## config.mk

```make
export PLATFORM = sky130hd
export DESIGN_NAME = calendar_counter
export DESIGN_NICKNAME = d
export VERILOG_FILES = /design/src/rtl/calendar_counter.sv
export SDC_FILE = /design/constraint.sdc
export NUM_CORES = 1
export LEC_CHECK = 0
export BUFFER_PORTS_ARGS = -buffer_cell sky130_fd_sc_hd__buf_2
export CORE_MARGIN = 2
export CORE_UTILIZATION = 33
export CTS_CLUSTER_SIZE = 10
export DETAILED_ROUTE_END_ITERATION = 7
export MAX_ROUTING_LAYER = met4
export PLACE_DENSITY = 0.5
export SLEW_MARGIN = 20
export SYNTH_ARGS = -nofsm -noshare
export SYNTH_HDL_FRONTEND = slang
export SYNTH_SLANG_ARGS = --single-unit
```

## constraint.sdc

```tcl
create_clock -name clk -period 10.8 [get_ports clk]
set_clock_uncertainty 0.05 [all_clocks]
set_input_delay 1.08 -clock clk [delete_from_list [all_inputs] [get_ports clk]]
set_output_delay 1.08 -clock clk [all_outputs]
set_load 0.05 [all_outputs]
```

## src/rtl/calendar_counter.sv

```systemverilog
// Binary calendar counter: advances sec..year on each tick and accepts a
// range-checked load of all six fields at once.
module calendar_counter #(
  parameter int YEAR_MIN = 2000,
  parameter int YEAR_MAX = 2999
) (
  input  logic        clk,
  input  logic        rst,
  input  logic        tick,
  input  logic        load_en,
  input  logic [5:0]  ld_sec,
  input  logic [5:0]  ld_min,
  input  logic [4:0]  ld_hour,
  input  logic [4:0]  ld_day,
  input  logic [3:0]  ld_month,
  input  logic [11:0] ld_year,
  output logic [5:0]  sec_bin,
  output logic [5:0]  min_bin,
  output logic [4:0]  hour_bin,
  output logic [4:0]  day_bin,
  output logic [3:0]  month_bin,
  output logic [11:0] year_bin,
  output logic        leap,
  output logic        load_err,
  output logic        year_wrap
);

  localparam logic [11:0] YearMinC = 12'(YEAR_MIN);
  localparam logic [11:0] YearMaxC = 12'(YEAR_MAX);

  function automatic logic isLeap(input logic [11:0] year);
    logic div4, div100, div400;
    div4   = (year[1:0] == 2'd0);
    div100 = ((year % 12'd100) == 12'd0);
    div400 = ((year % 12'd400) == 12'd0);
    return div4 && (!div100 || div400);
  endfunction

  function automatic logic [4:0] daysInMonth(input logic [3:0] month, input logic leapYear);
    logic [4:0] days;
    case (month)
      4'd4, 4'd6, 4'd9, 4'd11: days = 5'd30;
      4'd2:                    days = leapYear ? 5'd29 : 5'd28;
      default:                 days = 5'd31;
    endcase
    return days;
  endfunction

  logic [5:0]  sec_q, sec_d, min_q, min_d;
  logic [4:0]  hour_q, hour_d, day_q, day_d;
  logic [3:0]  month_q, month_d;
  logic [11:0] year_q, year_d;
  logic        loadErr_q, loadErr_d, yearWrap_q, yearWrap_d;

  logic [4:0]  curDays, ldDays;
  logic        loadValid;

  assign leap    = isLeap(year_q);
  assign curDays = daysInMonth(month_q, leap);
  // Day range of a load is judged against the date being loaded, not the current one.
  assign ldDays  = daysInMonth(ld_month, isLeap(ld_year));

  assign loadValid = (ld_sec <= 6'd59) && (ld_min <= 6'd59) && (ld_hour <= 5'd23)
                  && (ld_month >= 4'd1) && (ld_month <= 4'd12)
                  && (ld_day >= 5'd1) && (ld_day <= ldDays)
                  && (ld_year >= YearMinC) && (ld_year <= YearMaxC);

  always_comb begin
    sec_d      = sec_q;
    min_d      = min_q;
    hour_d     = hour_q;
    day_d      = day_q;
    month_d    = month_q;
    year_d     = year_q;
    loadErr_d  = 1'b0;
    yearWrap_d = 1'b0;
    if (load_en) begin
      if (loadValid) begin
        sec_d   = ld_sec;
        min_d   = ld_min;
        hour_d  = ld_hour;
        day_d   = ld_day;
        month_d = ld_month;
        year_d  = ld_year;
      end else begin
        loadErr_d = 1'b1;
      end
    end else if (tick) begin
      if (sec_q != 6'd59) begin
        sec_d = sec_q + 6'd1;
      end else begin
        sec_d = 6'd0;
        if (min_q != 6'd59) begin
          min_d = min_q + 6'd1;
        end else begin
          min_d = 6'd0;
          if (hour_q != 5'd23) begin
            hour_d = hour_q + 5'd1;
          end else begin
            hour_d = 5'd0;
            if (day_q != curDays) begin
              day_d = day_q + 5'd1;
            end else begin
              day_d = 5'd1;
              if (month_q != 4'd12) begin
                month_d = month_q + 4'd1;
              end else begin
                month_d = 4'd1;
                if (year_q != YearMaxC) begin
                  year_d = year_q + 12'd1;
                end else begin
                  year_d     = YearMinC;
                  yearWrap_d = 1'b1;
                end
              end
            end
          end
        end
      end
    end
  end

  always_ff @(posedge clk) begin
    if (rst) begin
      sec_q      <= 6'd0;
      min_q      <= 6'd0;
      hour_q     <= 5'd0;
      day_q      <= 5'd1;
      month_q    <= 4'd1;
      year_q     <= YearMinC;
      loadErr_q  <= 1'b0;
      yearWrap_q <= 1'b0;
    end else begin
      sec_q      <= sec_d;
      min_q      <= min_d;
      hour_q     <= hour_d;
      day_q      <= day_d;
      month_q    <= month_d;
      year_q     <= year_d;
      loadErr_q  <= loadErr_d;
      yearWrap_q <= yearWrap_d;
    end
  end

  assign sec_bin   = sec_q;
  assign min_bin   = min_q;
  assign hour_bin  = hour_q;
  assign day_bin   = day_q;
  assign month_bin = month_q;
  assign year_bin  = year_q;
  assign load_err  = loadErr_q;
  assign year_wrap = yearWrap_q;

endmodule

```

==> out/metrics.csv <==
stage,metric,value,unit
route,drt first pass iters,5,
placed_design,# port buffers,82,
clock_tree,CTS Hold Buffers Added,0,
floorplanning,Die W,124,um
timing,RSZ-0062 raised after global routing,no,
clock_tree,clock sinks,40,
yosys,dominant synthesized flop cell,dfxtp_1,
worst_setup_path,cell repeated most along the worst path,nand2_1,
finish,nets@finish,782,
worst_setup_path,FF-to-FF End,month_bin[1],
yosys,register area share after synthesis,17.0,%
placed_design,pre-CTS setup slack,2.41,ns
timing,Final Hold Fails,0,
clock_tree,post-CTS sizing,0,
finish,share of layout cells above drive strength 1,16.0,%
worst_setup_path,"slowest stage cell, crit path",or4b_2,
yosys,leading area contributor after synthesis,dfxtp_1,
floorplanning,core area,13900,um2
timing,Final Setup Violations,0,
yosys,Post-synth ARST share,0,%
route,1st-iter DRT viols,357,
clock_tree,TritonCTS clock tree,yes,
global_route,first-pass GRT wire length,24.3,mm
flow_run,# Max-Cap Violations,0,
timing,actual slew at the worst max-slew pin,0.921,ns
worst_setup_path,WP data arrival,8.28,ns
worst_setup_path,Worst Reg2Reg Path Length in Cells,14,
yosys,Synth top cells by count,"nor2_1, nand2_1, a21oi_1",
floorplanning,full die area,15300,um2
worst_setup_path,CP endpoint kind,register,
floorplanning,Die H,124,um
route,final WL,15.0,mm
global_route,largest net degree at the start of global routing,56,
worst_setup_path,reg2reg start,year_bin[9],
worst_setup_path,Critical path buffers and inverters,1,
worst_setup_path,crit path kind,input pin to register,
placed_design,detailed placement HPWL,11.1,mm
route,DRC Markers,0,
clock_tree,Worst-path clk slew,0.06,ns
worst_setup_path,R2R Setup Slk,5.59,ns
timing,Tmin final,8.14,ns
yosys,"Cell Area, Synth",4720,um2
placed_design,RePlAce Congestion,0.920,
worst_setup_path,crit path from,ld_year[11],
power,Leak,2.15,nW
worst_setup_path,WP depth,25,
yosys,Syn Inst Count,684,
global_route,Total GRT Usage,20.1,%
global_route,initial antenna violation count,0,
yosys,Mean Syn Cell Area,6.90,um2
worst_setup_path,"delay-heaviest family, CP",simple AND/OR/NAND/NOR gates,
worst_setup_path,worst endpoint required time,10.94,ns
yosys,number of synthesized register bits,40,
global_route,grt total ovfl,0,
worst_setup_path,Worst setup endpoint,month_bin[1],
floorplanning,Initial Util,33.9,%
yosys,Yosys warnings,0,
run_status,status,"complete, no violations",
clock_tree,"Setup Fix Bufs, Post-CTS",0,
yosys,number of synthesized flops with an enable pin,0,
route,post-detailed-route wirelength per cell,16.5,um
yosys,"Distinct cells, synth",80,
timing,max frequency,123,MHz
yosys,syn_nets,738,
finish,final core occ,38.3,%
clock_tree,H-tree Lvls,2,
route,via/cell ratio,5.90,
worst_setup_path,Critical Path Fanout Max,23,
worst_hold_path,HP Class,register to register,
route,DR vias,5365,
yosys,Synth top area share,17.0,%
timing,final worst path period share,75.3,%
floorplanning,io pins,83,
finish,antenna cells,0,
power,Power Density,101,nW/um2
timing,final setup margin,2.66,ns
clock_tree,CTS Buffer Depth,2,
worst_setup_path,crit start category,input pin,
finish,area grow syn2layout,12.9,%
clock_tree,total CTS buffers,5,
route,Final ANT Viol Nets,0,
timing,max-slew violations,0,
yosys,top post-synthesis cells by area,"dfxtp_1, nor2_1, a21oi_1",
timing,worst rel slew slack,38.5,%
yosys,most frequent cell after synthesis,nor2_1,
timing,TNS Setup,0,ns
power,Peak supply drop,0.0525,mV
worst_setup_path,CP peak stage delay,0.63,ns
floorplanning,# rows,43,
clock_tree,clk root buf,clkbuf_16,
global_route,vias in the first global route,4824,
clock_tree,worst-skew pair later-pin latency,0.28,ns
[sequential cells by signal, indices dropped and copies added, names as in the netlist]
register and cells:
sec_bin 6, year_wrap 1, load_err 1, year_bin 12, hour_bin 5, month_bin 4
min_bin 6, day_bin 5
[per-layer routing]
layer	vias up	routed length [um]	global-route usage, %
met4	0	270	5.33
li1	2655	-	-
met5	-	0	-
met3	23	760	2.52
met2	152	6830	31.3
met1	2535	7130	27.6
[metrics by stage]
stage | hold slack (ns) | instance area [um2] | power [mW] | cells
floorplan | 0.680 | 4720 | 0.309 | 684
global placement | 0.482 | 5150 | 0.353 | 901
detailed placement | 0.485 | 5150 | 0.354 | 901
CTS | 0.496 | 5330 | 0.537 | 909
global route | 0.523 | 5330 | 0.565 | 909
finish | 0.493 | 5330 | 0.537 | 909
[where the power goes]
group / internal, mW / switching [mW] / leakage (nW) / total (mW)
sequential: 0.153 / 0.00984 / 0.325 / 0.163
combinational: 0.0698 / 0.121 / 1.73 / 0.191
clock: 0.122 / 0.0614 / 0.0901 / 0.183
total: 0.344 / 0.193 / 2.15 / 0.537
[cell families after synthesis]
family / share of synthesized area [%]
buffers and inverters: 6.65
multiplexers: 3.13
AND/OR/NAND/NOR: 29.6
XOR/XNOR: 2.04
adder cells (fa/ha/maj): 4.03
flip-flops: 17.0
AO/OA/AOI/OAI: 37.6
[worst min-delay path, delay by kind of cell (launching register included)]
family / cells / cell delay, ns
simple gates: 1 / 0.11
compound gates: 1 / 0.05
flops: 1 / 0.34
[layout make-up]
cell class,count,area (um2)
Sequential cell,40,801
Tap cell,180,225
Fill cell,1484,8600
Clock inverter,1,30.0
Multi-Input combinational cell,572,3610
Inverter,26,97.6
Clock buffer,7,153
Timing Repair Buffer,83,418
[how the worst min path moves through the flow]
stage	slack, ns	depth (start not counted)	to	from
3_3_place_gp	0.48	2	min_bin[1]	min_bin[1]
5_1_grt	0.52	2	min_bin[1]	min_bin[1]
3_5_place_dp	0.49	2	sec_bin[1]	sec_bin[1]
4_1_cts	0.50	2	min_bin[1]	min_bin[1]
6_report	0.49	2	sec_bin[1]	sec_bin[1]
2_1_floorplan	0.68	2	day_bin[3]	day_bin[3]
[cells in the final DEF, fill, tap and decap left out, types with 14 or more instances in the layout]
cell type and n:
buf_2 82, nor2_1 75, nand2_1 61, a21oi_1 54
o21ai_0 44, dfxtp_1 40, nand3_1 28, inv_1 26
a211oi_1 19, nor3_1 17, a22oi_1 15, nand2b_1 14
Note: power is estimated with default switching activity, not from simulation.
